[src/rtl/ps2_key_event.sv]
// PS2 gamepad button debouncer + press/release event FIFO with valid/ready head.
// Optional `AUTOREPEAT_EN adds held-button repeat press events (REP_DELAY/REP_RATE frames).
module ps2_key_event #(
  parameter int DEB_FRAMES     = 3,
  parameter int DEPTH          = 8,
  parameter bit KEY_ACTIVE_LOW = 1'b0
`ifdef AUTOREPEAT_EN
  , parameter int REP_DELAY    = 30,
  parameter int REP_RATE       = 6
`endif
) (
  input  logic       sys_clk,
  input  logic       rst,
  input  logic [9:0] key_in,
  input  logic       key_upd,
  output logic       evt_valid,
  input  logic       evt_ready,
  output logic [4:0] evt_data,
  output logic [9:0] key_state,
  output logic       ovf,
  input  logic       ovf_clr
);

  localparam int NK = 10;
  localparam int AW = (DEPTH > 1) ? $clog2(DEPTH) : 1;
  localparam logic [3:0] CMAX = 4'(DEB_FRAMES - 1);

  logic [NK-1:0]       k;
  logic [NK-1:0]       ks_q, ks_d, pend_q, pend_d;
  logic [NK-1:0]       flip, rep_set, scan_clr;
  logic [NK-1:0][3:0]  cnt_q, cnt_d;
  logic                ovf_q, ovf_d, loss;

  logic [3:0]          sel;
  logic                any_pend, full, pop, push;
  logic [4:0]          push_data;

  logic [DEPTH-1:0][4:0] mem_q;
  logic [AW-1:0]       wr_q, wr_d, rd_q, rd_d;
  logic [AW:0]         fcnt_q, fcnt_d, rem;
  logic                vld_q, vld_d;
  logic [4:0]          dat_q, dat_d;

  assign k = KEY_ACTIVE_LOW ? ~key_in : key_in;

  // Per-button debounce: a frame agreeing with the stable level restarts the count.
  always_comb begin
    ks_d  = ks_q;
    cnt_d = cnt_q;
    flip  = '0;
    for (int i = 0; i < NK; i++) begin
      if (key_upd) begin
        if (k[i] == ks_q[i]) begin
          cnt_d[i] = '0;
        end else if (cnt_q[i] == CMAX) begin
          ks_d[i]  = k[i];
          cnt_d[i] = '0;
          flip[i]  = 1'b1;
        end else begin
          cnt_d[i] = cnt_q[i] + 4'd1;
        end
      end
    end
  end

`ifdef AUTOREPEAT_EN
  localparam int RW = $clog2(REP_DELAY + 1);
  logic [NK-1:0][RW-1:0] rep_q, rep_d;

  // After the first hit the counter rewinds by REP_RATE so later hits land every REP_RATE frames.
  always_comb begin
    rep_d   = rep_q;
    rep_set = '0;
    for (int i = 0; i < NK; i++) begin
      if (!ks_q[i] || flip[i]) begin
        rep_d[i] = '0;
      end else if (key_upd) begin
        if (rep_q[i] + RW'(1) == RW'(REP_DELAY)) begin
          rep_set[i] = 1'b1;
          rep_d[i]   = RW'(REP_DELAY - REP_RATE);
        end else begin
          rep_d[i] = rep_q[i] + RW'(1);
        end
      end
    end
  end

  always_ff @(posedge sys_clk or posedge rst) begin
    if (rst) rep_q <= '0;
    else     rep_q <= rep_d;
  end
`else
  assign rep_set = '0;
`endif

  // Lowest pending index wins the single push slot each cycle.
  always_comb begin
    sel      = '0;
    any_pend = 1'b0;
    for (int i = NK - 1; i >= 0; i--) begin
      if (pend_q[i]) begin
        sel      = 4'(i);
        any_pend = 1'b1;
      end
    end
  end

  assign full      = (fcnt_q == (AW+1)'(DEPTH));
  assign pop       = vld_q & evt_ready;
  assign push      = any_pend & (~full | pop);
  assign push_data = {ks_q[sel], sel};
  assign scan_clr  = push ? (NK'(1) << sel) : '0;

  // An edge being pushed this cycle is not lost even if the same bit flips again.
  assign loss   = |(flip & pend_q & ~scan_clr);
  assign pend_d = (pend_q & ~scan_clr) | flip | rep_set;
  assign ovf_d  = loss | (ovf_q & ~ovf_clr);

  assign wr_d   = wr_q + AW'(push);
  assign rd_d   = rd_q + AW'(pop);
  assign rem    = fcnt_q - (AW+1)'(pop);
  assign fcnt_d = rem + (AW+1)'(push);

  // Registered head: bypass the pushed word when it lands in an otherwise empty queue.
  always_comb begin
    vld_d = (fcnt_d != '0);
    dat_d = '0;
    if (fcnt_d != '0) dat_d = (rem == '0) ? push_data : mem_q[rd_d];
  end

  always_ff @(posedge sys_clk or posedge rst) begin
    if (rst) begin
      ks_q   <= '0;
      cnt_q  <= '0;
      pend_q <= '0;
      ovf_q  <= 1'b0;
      mem_q  <= '0;
      wr_q   <= '0;
      rd_q   <= '0;
      fcnt_q <= '0;
      vld_q  <= 1'b0;
      dat_q  <= '0;
    end else begin
      ks_q   <= ks_d;
      cnt_q  <= cnt_d;
      pend_q <= pend_d;
      ovf_q  <= ovf_d;
      if (push) mem_q[wr_q] <= push_data;
      wr_q   <= wr_d;
      rd_q   <= rd_d;
      fcnt_q <= fcnt_d;
      vld_q  <= vld_d;
      dat_q  <= dat_d;
    end
  end

  assign evt_valid = vld_q;
  assign evt_data  = dat_q;
  assign key_state = ks_q;
  assign ovf       = ovf_q;

endmodule

[config.mk]
export PLATFORM = sky130hd
export DESIGN_NAME = ps2_key_event
export DESIGN_NICKNAME = d
export VERILOG_FILES = /design/src/rtl/ps2_key_event.sv
export SDC_FILE = /design/constraint.sdc
export NUM_CORES = 1
export LEC_CHECK = 0
export ABC_CLOCK_PERIOD_IN_PS = 11200
export BUFFER_PORTS_ARGS = -buffer_cell sky130_fd_sc_hd__buf_2
export CORE_ASPECT_RATIO = 1.5
export CORE_MARGIN = 10
export CORE_UTILIZATION = 50
export CTS_BUF_LIST = sky130_fd_sc_hd__clkbuf_4
export CTS_CLUSTER_DIAMETER = 150
export DETAILED_ROUTE_END_ITERATION = 7
export GPL_ROUTABILITY_DRIVEN = 0
export PLACE_DENSITY = 0.68
export SYNTH_ARGS = -nofsm -noshare
export SYNTH_HDL_FRONTEND = slang
export SYNTH_SLANG_ARGS = --single-unit
[constraint.sdc]
create_clock -name sys_clk -period 11.2 [get_ports sys_clk]
set_input_delay 2.8 -clock sys_clk [delete_from_list [all_inputs] [get_ports sys_clk]]
set_output_delay 2.8 -clock sys_clk [all_outputs]
set_load 0.05 [all_outputs]
==> metrics.txt <==
syn nets=626; Top FF cell, synth=dfrtp_1; die height=157 um; synthesized area=6250 um2; setup_tns=0 ps; fin crit period=4640 ps; Mean Syn Cell Area=10.7 um2; CP required=11590 ps; share of cells above drive strength 1=0.199; Slew @ Worst Pin=971 ps; gr usage total=0.158; Yosys cell types=70; fin nets=655; skew final=14.8 ps; WL final=13.6 mm; cts repair resizes=0; clock buffer count from CTS=17; crit path launch type=primary input; Finished Core Util=0.544; post-layout instance area=6730 um2; final period utilization=0.414; Slew Limit Fails=0; EDFF count, synth=0; max frequency=215 MHz; Crit Path Category=in2reg; HP Class=reg2reg; Synth top area share=0.469; unrepaired setup endpoints after global routing=no; Max clock buf depth=2; total gr overflow=0; VDD IR-drop max=0.125 mV; H-tree depth=4; Max FO, Critical Path=6; Slew HR=0.346; maxcap violations=0; cts hold-fix bufs=0; status=finished clean; num rows=50; root buf cell=clkbuf_4; DRC viols=0; most frequent cell after synthesis=dfrtp_1; synth-to-layout area growth=7.79%; placed cell areas=6510 um2; First-pass DRT Iterations=5; # IOs=32; Hold WS=485 ps; Post-Layout Cell Count=779; largest net degree at the start of global routing=74; top cells by area, synth=dfrtp_1 47%, ha_1 5.6%, o21ai_0 4.4%; die width=111 um; placed cell count=749; via count=4483; Initial DRC Count=325; Reg clk slew, reported paths=90 ps; commonest cells in the netlist=117 x dfrtp_1, 71 x nand2_1, 55 x o21ai_0, 38 x inv_1, 28 x ha_1; core area=12400 um2; setup violation total in the final timing report=0; final hold vios=0; post-route ant nets=0; Initial Util=0.504; critical path arrival=5030 ps; Pleak=3.10 nW; register area share after synthesis=0.469; clk_lat worst skew=510 ps; number of global-route vias before repair=4645; CTS tree=built; Buffers on Ports=31; Crit. End Element=flip-flop; Seq cells post-synth=117; first-pass GRT wire length=22.6 mm; Die ar.=17500 um2; WL/cell=17.4 um; leading area contributor after synthesis=dfrtp_1; Vias/cell=5.75; cells after synthesis=583; initial antenna violation count=1; Async S/R FF share, synth=1.00; hpwl dp=9.97 mm; Syn. warnings=0; Post-CTS Setup Inserts=0; cell area power density=300 nW/um2; CTS Sinks=117
==> worst paths after layout <==
path / start / to / slack [ps] / cells after the start
max in group asynchronous: rst / mem_q[39]$_DFFE_PP0P_ / 7590 / 3
min in group asynchronous: rst / cnt_q[21]$_DFFE_PP0P_ / 2470 / 2
worst max register to register: fcnt_q[1]$_DFF_PP0_ / evt_data[4]$_DFF_PP0_ / 7950 / 8
worst max-delay path: evt_ready / evt_data[4]$_DFF_PP0_ / 6560 / 11
worst min register to register: mem_q[6]$_DFFE_PP0P_ / mem_q[6]$_DFFE_PP0P_ / 480 / 2
worst min-delay path: mem_q[6]$_DFFE_PP0P_ / mem_q[6]$_DFFE_PP0P_ / 480 / 2
==> flip-flops by register name (all words and copies together), names as in the netlist <==
register   flops
cnt_q         40
evt_data       5
key_state     10
fcnt_q         4
wr_q           3
ovf            1
mem_q         40
evt_valid      1
pend_q        10
rd_q           3
==> per-layer routing <==
metal / track usage / vias to the layer above / part of all wire
li1: - / 2151 / -
met1: 0.170 / 2233 / 0.41
met2: 0.290 / 79 / 0.55
met3: 0.0360 / 20 / 0.027
met4: 0.0669 / 0 / 0.020
met5: 0 / - / 0
==> area by class of cell <==
type	count	area [um2]
sequential	117	2930
inverter	39	149
antenna	1	2.50
multi-input combinational	405	3080
clock buffer	21	158
clock inverter	8	62.6
fill	1111	5650
tap	156	195
timing repair buffer	32	163
==> worst max-delay path: stages <==
cell     delay (ps)
buf_2            90
nand2_1         130
inv_1            80
ha_1            200
ha_1            200
xnor2_1         180
nor3b_1         260
xnor2_1         130
nor4_1          750
a21o_1          150
nor3_1           50
==> cell usage in the layout (no fill, tap or decap), drive strengths merged, types with 2 or more instances in the layout <==
| cell type | instances |
|---|---|
| xor2 | 12 |
| dfrtp | 117 |
| a221oi | 2 |
| mux4 | 10 |
| nor4 | 5 |
| a21oi | 3 |
| nand2b | 9 |
| nor3 | 5 |
| xnor2 | 4 |
| nand3b | 3 |
| and2 | 7 |
| buf | 32 |
| a211oi | 4 |
| mux2 | 27 |
| nor3b | 7 |
| or3 | 2 |
| o21ai | 60 |
| o32ai | 5 |
| nand4 | 10 |
| nand2 | 72 |
| o311ai | 3 |
| clkbuf | 21 |
| nor2b | 4 |
| o41ai | 7 |
| clkinv | 6 |
| nor2 | 22 |
| o22ai | 12 |
| o31ai | 10 |
| and3 | 12 |
| or3b | 2 |
| nand3 | 24 |
| inv | 39 |
| or2 | 3 |
| mux2i | 17 |
| ha | 28 |
| o211ai | 2 |
==> stage by stage <==
step | setup slack, ps | total power [mW]
2_1_floorplan | 5300 | 1.52
3_3_place_gp | 6080 | 1.72
3_5_place_dp | 6040 | 1.77
4_1_cts | 6610 | 2.03
5_1_grt | 6380 | 2.16
6_report | 6560 | 2.02
==> cell families after synthesis <==
family	synth area share
multiplexers	0.116
adder cells (fa/ha/maj)	0.0561
XOR/XNOR	0.0224
buffers and inverters	0.0389
AND/OR/NAND/NOR	0.163
flip-flops	0.469
AO/OA/AOI/OAI	0.135
==> report_power, final <==
group          internal [mW]  switching (mW)  leakage, nW
Combinational          0.412           0.615         1.47
Clock                  0.113           0.145        0.125
Sequential             0.584           0.150         1.50
(Power assumes the default switching activity.)
